<file path="src/rtl/game_pkg.sv">
// Shared game-state types and constants for the shooter status/score logic.
package game_pkg;

  typedef enum logic [1:0] {
    GS_IDLE = 2'd0,
    GS_PLAY = 2'd1,
    GS_OVER = 2'd2
  } game_state_t;

  localparam int          NUM_ZOMBIES = 10;
  localparam logic [15:0] BCD_MAX     = 16'h9999;

endpackage

</file>
<file path="src/rtl/bcd_sat_accum.sv">
// Four-digit BCD accumulator. Adds a 0..15 increment with digit-wise carry
// and clamps at 9999.
module bcd_sat_accum
  import game_pkg::*;
(
  input  logic        Clk,
  input  logic        Reset_n,
  input  logic        clr,
  input  logic        en,
  input  logic [3:0]  add,
  output logic [15:0] bcd
);

  logic [15:0] addend;
  logic [15:0] sum;
  logic [4:0]  carry;

  // Split the binary increment into tens/ones so it can ride the BCD adder chain.
  always_comb begin
    addend = 16'h0000;
    if (add >= 4'd10) begin
      addend[7:4] = 4'd1;
      addend[3:0] = add - 4'd10;
    end else begin
      addend[3:0] = add;
    end
  end

  assign carry[0] = 1'b0;

  generate
    for (genvar gi = 0; gi < 4; gi++) begin : g_digit
      logic [4:0] raw;
      assign raw = {1'b0, bcd[gi*4 +: 4]} + {1'b0, addend[gi*4 +: 4]} + {4'b0000, carry[gi]};
      assign sum[gi*4 +: 4] = (raw > 5'd9) ? 4'(raw - 5'd10) : raw[3:0];
      assign carry[gi+1]    = (raw > 5'd9);
    end
  endgenerate

  // A carry out of the thousands digit means the true sum passed 9999.
  always_ff @(posedge Clk or negedge Reset_n) begin
    if (!Reset_n) begin
      bcd <= 16'h0000;
    end else if (clr) begin
      bcd <= 16'h0000;
    end else if (en) begin
      bcd <= carry[4] ? BCD_MAX : sum;
    end
  end

endmodule

</file>
<file path="src/rtl/shooter_status_ctrl.sv">
// Game state owner: IDLE/PLAY/OVER FSM, shooter health with frame-timed
// invulnerability, kill edge detection and the BCD kill score.
module shooter_status_ctrl
  import game_pkg::*;
#(
  parameter int MAX_HEALTH  = 3,
  parameter int IFRAMES     = 60,
  parameter int NUM_ZOMBIES = 10
) (
  input  logic                   Clk,
  input  logic                   Reset_n,
  input  logic                   frame_tick,
  input  logic                   start,
  input  logic                   shooter_take_damage,
  input  logic [NUM_ZOMBIES-1:0] zombie_dead,
  output logic [2:0]             health,
  output logic                   invincible,
  output logic [15:0]            score_bcd,
  output game_state_t            game_state,
  output logic                   game_over,
  output logic [NUM_ZOMBIES-1:0] kill_pulse
);

  localparam logic [2:0] HEALTH_INIT = 3'(MAX_HEALTH);
  localparam logic [7:0] IFRAME_LOAD = 8'(IFRAMES);

  logic                   start_q;
  logic                   start_rise;
  logic                   in_play;
  logic                   hit;
  logic                   score_clr;
  logic                   score_en;
  logic [7:0]             iframe_cnt;
  logic [NUM_ZOMBIES-1:0] dead_q;
  logic [NUM_ZOMBIES-1:0] new_kills;
  logic [3:0]             kill_count;

  always_comb begin
    in_play    = (game_state == GS_PLAY);
    start_rise = start & ~start_q;
    hit        = in_play & shooter_take_damage & (iframe_cnt == 8'd0) & (health != 3'd0);
    new_kills  = zombie_dead & ~dead_q;
    score_clr  = (game_state == GS_IDLE) & start_rise;
    // kill_pulse can only be nonzero one cycle after PLAY, so kills landing
    // on the PLAY->OVER edge still drain into the score.
    score_en   = |kill_pulse;
    kill_count = 4'd0;
    for (int i = 0; i < NUM_ZOMBIES; i++) begin
      kill_count = kill_count + 4'(kill_pulse[i]);
    end
  end

  bcd_sat_accum u_score (
    .Clk     (Clk),
    .Reset_n (Reset_n),
    .clr     (score_clr),
    .en      (score_en),
    .add     (kill_count),
    .bcd     (score_bcd)
  );

  always_ff @(posedge Clk or negedge Reset_n) begin
    if (!Reset_n) begin
      game_state <= GS_IDLE;
      health     <= HEALTH_INIT;
      iframe_cnt <= 8'd0;
      invincible <= 1'b0;
      game_over  <= 1'b0;
      kill_pulse <= '0;
      dead_q     <= '0;
      start_q    <= 1'b0;
    end else begin
      start_q    <= start;
      dead_q     <= zombie_dead;
      kill_pulse <= in_play ? new_kills : '0;
      case (game_state)
        GS_IDLE: begin
          if (start_rise) begin
            game_state <= GS_PLAY;
            health     <= HEALTH_INIT;
            iframe_cnt <= 8'd0;
            invincible <= 1'b0;
          end
        end
        GS_PLAY: begin
          // A hit reloads the window even when a frame tick lands on the same edge.
          if (hit) begin
            health <= health - 3'd1;
            if (health == 3'd1) begin
              game_state <= GS_OVER;
              game_over  <= 1'b1;
              iframe_cnt <= 8'd0;
              invincible <= 1'b0;
            end else begin
              iframe_cnt <= IFRAME_LOAD;
              invincible <= 1'b1;
            end
          end else if (frame_tick && (iframe_cnt != 8'd0)) begin
            iframe_cnt <= iframe_cnt - 8'd1;
            invincible <= (iframe_cnt != 8'd1);
          end
        end
        GS_OVER: begin
          if (start_rise) begin
            game_state <= GS_IDLE;
            game_over  <= 1'b0;
          end
        end
        default: begin
          game_state <= GS_IDLE;
          game_over  <= 1'b0;
        end
      endcase
    end
  end

endmodule

</file>
<file path="config.mk">
export PLATFORM = sky130hd
export DESIGN_NAME = shooter_status_ctrl
export DESIGN_NICKNAME = d
export VERILOG_FILES = /design/src/rtl/game_pkg.sv /design/src/rtl/bcd_sat_accum.sv /design/src/rtl/shooter_status_ctrl.sv
export SDC_FILE = /design/constraint.sdc
export NUM_CORES = 1
export LEC_CHECK = 0
export BUFFER_PORTS_ARGS = -buffer_cell sky130_fd_sc_hd__buf_2
export CORE_MARGIN = 10
export CORE_UTILIZATION = 41
export CTS_CLUSTER_SIZE = 20
export DETAILED_ROUTE_END_ITERATION = 8
export HOLD_SLACK_MARGIN = 0.05
export MAX_ROUTING_LAYER = met4
export PLACE_DENSITY = 0.71
export SYNTH_ARGS = -nofsm -noshare
export SYNTH_HDL_FRONTEND = slang
export SYNTH_HIERARCHICAL = 1
export SYNTH_SLANG_ARGS = --single-unit
</file>
<file path="constraint.sdc">
create_clock -name Clk -period 23.8 [get_ports Clk]
set_clock_uncertainty 0.15 [all_clocks]
set_input_delay 2.38 -clock Clk [delete_from_list [all_inputs] [get_ports Clk]]
set_output_delay 2.38 -clock Clk [all_outputs]
set_load 0.005 [all_outputs]
</file>
* After elaboration in Yosys (flattened, before gate mapping)
Cells that the tools add are included.
** Operators by class
- $add $sub $neg :: 20
- Order comparisons :: 5
- Equal/unequal tests :: 9
- Muxes and demuxes :: 30
- Bitwise logic cells :: 9
- Reductions and logical operators :: 12
** Operator list (count)
- 16-bit 2-to-1 mux :: 3
- 4-bit by 1-bit adder with 4-bit output :: 6
- 8-bit 2-to-1 mux :: 3
- 5-bit by 4-bit greater-than comparator with 1-bit output (second input constant) :: 4
- 4-bit 2-to-1 mux :: 4
- 8-bit one-hot mux with 2 select lines :: 1
- 4-bit subtractor (second input constant) :: 4
- 4-bit by 1-bit adder with 5-bit output :: 3
- 10-bit bitwise AND :: 1
- 10-bit 2-to-1 mux :: 1
- 10-bit inverter :: 1
- 10-bit OR reduction :: 1
- 8-bit zero test :: 1
- 2-bit 2-to-1 mux :: 4
- 8-bit by 1-bit != test with 1-bit output (second input constant) :: 1
- 4-bit AND reduction :: 2
- 8-bit nonzero test :: 1
- 8-bit by 1-bit subtractor with 8-bit output (second input constant) :: 1
- 1-bit 2-to-1 mux :: 7
- 3-bit 2-to-1 mux :: 2
- 6-bit 2-to-1 mux :: 1
- 2-bit one-hot mux with 3 select lines :: 1
- 3-bit one-hot mux with 2 select lines :: 1
- 3-bit AND reduction :: 2
- 21 further kinds :: 29
** Storage, ports and cells
- Flip-flop bits (word level) :: 52
- Output and inout bits :: 33
- Word-level logic and storage cells :: 94

* Longest topological paths before layout
- Depth after elaboration :: 22
- Mapped depth :: 33
- Mapped depth without buffers :: 33

* Hierarchy
The synthesis kept the hierarchy.
** Modules (own cells, without submodules)
- shooter_status_ctrl :: times used 1, cells each 161, area each 1778.0 µm²
- bcd_sat_accum :: times used 1, cells each 143, area each 1322.5 µm²

* Worst setup path after synthesis
No wires, ideal clock.
- Path kind :: register -> register
- From :: reg kill_pulse[0]
- To :: reg u_score.bcd[6]
- Setup time :: 0.126 ns
- Arrival :: 7.528 ns
- Required time :: 23.524 ns
- Path slack :: 15.996 ns
- Cell stages (with the launch flop) :: 34
- Period minus slack after synthesis :: 7.804 ns
- Cells stage by stage :: dfrtp_1 -> fa_1 -> fa_1 -> inv_1 -> fa_1 -> inv_1 -> ha_1 -> inv_1 -> fa_1 -> xor2_1 -> inv_1 -> ha_1 -> a21oi_1 -> ha_1 -> a21o_1 -> a21oi_1 -> o31ai_4 -> fa_1 -> ha_1 -> inv_1 -> a21oi_1 -> a2bb2oi_2 -> ha_1 -> ha_1 -> nor2b_1 -> a211oi_1 -> nor2_1 -> ha_1 -> ha_1 -> nor2_1 -> o211ai_1 -> nand2_1 -> and4bb_1 -> a221o_1
** Between the ends
- Cells in the longest elaborated chain, start to end :: 22
- Elaborated cells on any way between the ends :: 29
** RTL lines
- from (decl) :: RTL line shooter_status_ctrl.sv:21 : output logic [NUM_ZOMBIES-1:0] kill_pulse
- from (signal assigned) :: RTL line shooter_status_ctrl.sv:75 : kill_pulse <= in_play ? new_kills : '0;
- 1-bit by 1-bit adder with 2-bit output * :: RTL line shooter_status_ctrl.sv:49 : kill_count = kill_count + 4'(kill_pulse[i]);
- 2-bit by 1-bit adder with 3-bit output * :: RTL line shooter_status_ctrl.sv:49
- 3-bit by 1-bit adder with 4-bit output * :: RTL line shooter_status_ctrl.sv:49
- 4-bit by 1-bit adder with 4-bit output * (6 in a row) :: RTL line shooter_status_ctrl.sv:49
- via kill_count[2] :: RTL line shooter_status_ctrl.sv:36 : logic [3:0] kill_count;
- 4-bit subtractor or 4-bit greater-or-equal comparator (tied branches) :: RTL line bcd_sat_accum.sv:23, bcd_sat_accum.sv:21
- 4-bit 2-to-1 mux :: RTL line bcd_sat_accum.sv:21 : if (add >= 4'd10) begin
- 4-bit by 4-bit adder with 5-bit output :: RTL line bcd_sat_accum.sv:34 : assign raw = {1'b0, bcd[gi*4 +: 4]} + {1'b0, addend[gi*4 +: 4]} + {4'b0000, carry[gi]};
- [2 not listed]
- 5-bit by 4-bit greater-than comparator with 1-bit output :: RTL line bcd_sat_accum.sv:35, bcd_sat_accum.sv:36
- 4-bit by 1-bit adder with 5-bit output :: RTL line bcd_sat_accum.sv:34
- 5-bit by 4-bit greater-than comparator with 1-bit output :: RTL line bcd_sat_accum.sv:36 : assign carry[gi+1] = (raw > 5'd9);
- 4-bit by 1-bit adder with 5-bit output :: RTL line bcd_sat_accum.sv:34
- 5-bit by 4-bit greater-than comparator with 1-bit output :: RTL line bcd_sat_accum.sv:36
- 16-bit 2-to-1 mux * :: RTL line bcd_sat_accum.sv:47 : bcd <= carry[4] ? BCD_MAX : sum;
- 16-bit 2-to-1 mux * :: RTL line bcd_sat_accum.sv:46 : end else if (en) begin
- 16-bit 2-to-1 mux * :: RTL line bcd_sat_accum.sv:44 : end else if (clr) begin
- to (signal assigned) :: RTL line bcd_sat_accum.sv:47
- to (decl) :: RTL line bcd_sat_accum.sv:11 : output logic [15:0] bcd
Mark *: on every way through the listed nets, which the timed path passes. The rest lies on a longest branch. The select of a mux whose other input is x is not followed.
A chain may end at the register's enable or synchronous reset.

* Worst setup path in the final report
Same ends and word-level chain as after synthesis.

==> impl_results.md <==
* Status: finished clean
* Post-CTS setup buffers at 0
* Detail Placement HPWL at about 4900 um
* Post-synth EDFFs at 0
* CP required at around 24 ns
* H-tree depth at 2
* CTS Sinks at 52
* Crit end category: flop
* Setup_tns at 0 ns
* Synth unique cells at 55
* 1st-pass router iterations at 4
* Placed Area at about 3500 um2
* Fmax at 118 MHz
* Crit Path Max Fanout at 9
* Clock Path Buffers at 2
* Reg power frac at 0.295
* Crit path time final at roughly 8.5 ns
* # IOs at 48
* CP bufs+invs at 5
* Number of CTS-inserted buffers at 5
* Register area share after synthesis at 0.421
* Hold crit path type: flop to flop
* Total Routed Length at between 6000 and 7000 um
* FF+latch count, synth at 52
* Net Count, Synth at 349
* Int Pwr at around 280 uW
* Via count at around 2,400
* Initial core utilization at 0.425
* CP delay by family, top: adder cells
* Core box area at roughly 7300 um2
* Pleak at roughly 1.7 nW
* Top FF cell, synth: dfrtp_1
* Layout Cells excl Fill at roughly 460
* Routability cong. at 0.828
* CP peak stage delay at between 0.5 and 0.6 ns
* CP Launch Type: flop
* Worst skew pair latency at 0.31 ns
* Ant. Diodes at 0
* Tcrit/Tclk final at 0.356
* # port buffers at 47
* Async SR Flop Fraction at 1.00
* Ys Warns at 6
* CTS resizes at 0
* Routed WL per cell at 14.5 um
* Cell repeated most along the worst path: ha_1
* Pin count of the biggest net entering global routing at 53
* Initial antenna violation count at 0
* Vias per std cell at 5.21
* Fillers at 723
* Yosys top cell area share at 0.404
* Clk slew on worst S/H paths at 0.10 ns
* Final Core Density at 0.486
* Largest cells by area after synthesis: dfrtp_1 40%, ha_1 8.9%, fa_1 5.2%, inv_1 3.8%, nor3b_1 3.1%
* Setup violations, final at 0
* Dpl cells at ~450
* Share of cells above drive strength 1 at 0.205
* Post-Synthesis Cells at 304
* Total Power at roughly 510 uW
* Total gr overflow at 0
* Critical-path top delay cell: fa_1
* GR Util All Layers at 0.123
* Die X at roughly 110 um
* Switching pwr at around 220 uW
* DR iter-0 viols at 81
* DRC at 0
* Std-Cell Rows at 31
* Die height at about 110 um
* Detail Route Antenna Nets at 0
* Max-slew violations at 0
* RSZ-0062 raised after global routing: false
* Root Buffer: clkbuf_8
* Switch share at 0.438
* Final Cell Area at 3550 um2
* Full die area at 11,400 um2
* Rel. slew slack at 0.442
* Fin. Hold Viols at 0
* Nets at 400
* VDD IR max at ~57 uV
* Slew at the pin with the worst max-slew slack at 0.837 ns
* CP arrival at about 8.5 ns
* Synth area leader: dfrtp_1
* First-pass GRT wire length at between 10,000 and 15,000 um
* CTS tree: built
* Max-Cap Viols at 0
* Cts hold-fix bufs at 0
* Synth Cell Area at 3100 um2
* Number of global-route vias before repair at roughly 2,500
* Most numerous cell in the Yosys netlist: dfrtp_1
* PwrDens at approximately 140 nW/um2
* Clock Power Share at 0.102
* Worst Setup Path Type: flop to flop
* Synthesized area per cell at between 10 and 15 um2
* Synth cell count leaders: 50 x dfrtp_1, 31 x inv_1, 25 x nor2_1
* Area Overhead vs Synth at 14.4%
* Comb pwr share at 0.603
-- logic make-up after synthesis --
family,count (synthesis),synth area share
simple gates,102,0.186
compound gates,68,0.159
flops,52,0.421
buf+inv,37,0.0476
fa+ha+maj,30,0.140
xor+xnor,9,0.0254
mux,6,0.0202
-- registers in the layout (all words and copies together) (netlist names) --
register     flops
dead_q          10
game_over        1
game_state       2
health           3
iframe_cnt       8
invincible       1
kill_pulse      10
start_q          1
u_score/bcd     16
-- power by group through the flow --
| stage | Combinational, mW | Sequential [mW] | Clock [mW] |
|---|---|---|---|
| 3_5_place_dp | 0.308 | 0.152 | 0 |
| 5_1_grt | 0.350 | 0.155 | 0.0570 |
| 3_3_place_gp | 0.296 | 0.151 | 0 |
| 6_report | 0.305 | 0.150 | 0.0516 |
| 4_1_cts | 0.310 | 0.150 | 0.0541 |
| 2_1_floorplan | 0.238 | 0.146 | 0 |
-- path summary, 6_finish.rpt --
check                      slack (ns)        endpoint           from  cells past startpoint
setup / recovery                15.32  u_score/bcd[6]  kill_pulse[0]                     33
hold / removal                   0.25   kill_pulse[5]      dead_q[5]                      1
setup reg to reg                15.32  u_score/bcd[6]  kill_pulse[0]                     33
hold reg to reg                  0.25   kill_pulse[5]      dead_q[5]                      1
max in group asynchronous       21.02  u_score/bcd[7]        Reset_n                      2
min in group asynchronous        2.01   iframe_cnt[6]        Reset_n                      2
-- cell usage in the layout (no fill, tap or decap), types with 7 or more instances in the layout --
cell type  netlist  layout
inv_1           31      31
fa_1             8       8
nor2_1          25      25
nor3b_1         13      12
a21oi_1         11      11
dfrtp_1         50      50
nor3_1           7       7
buf_2            1      47
ha_1            22      22
o21ai_0         12      12
nand2_1         17      17
xnor2_1          7       7
-- stage by stage --
step / setup slack [ns] / hold WS (ns)
global placement: 15.61 / 0.237
global route: 14.78 / 0.257
floorplan: 16.00 / 0.233
finish: 15.32 / 0.252
CTS: 15.33 / 0.254
detailed placement: 15.34 / 0.238
-- worst register-to-register path, delay by kind of cell (launching register included) --
family                     cells  cell delay (ns)
and+or+nand+nor                5             0.77
adders and majority gates     13             4.39
xor gates and xnor gates       1             0.27
buffers and inverters          5             0.35
DFF                            1             0.42
AOI/OAI and AO/OA              9             1.99
-- metal layers --
layer	track usage	vias to the layer above	part of all wire
met2	0.200	43	0.47
met1	0.149	1139	0.47
met3	0.0234	8	0.040
met5	-	-	0
li1	-	1180	-
met4	0.0455	0	0.015
-- final cells by class --
type / count / area [um2] / share of cell area
Clock buffer: 5 / 68.8 / 0.0194
Clock inverter: 3 / 21.3 / 0.00600
Inverter: 31 / 116 / 0.0328
Multi-Input combinational cell: 215 / 1650 / 0.466
Sequential cell: 52 / 1300 / 0.368
Tap cell: 99 / 124 / 0.0349
Timing Repair Buffer: 50 / 258 / 0.0727
No activity file was read; power rests on OpenSTA's default activity.
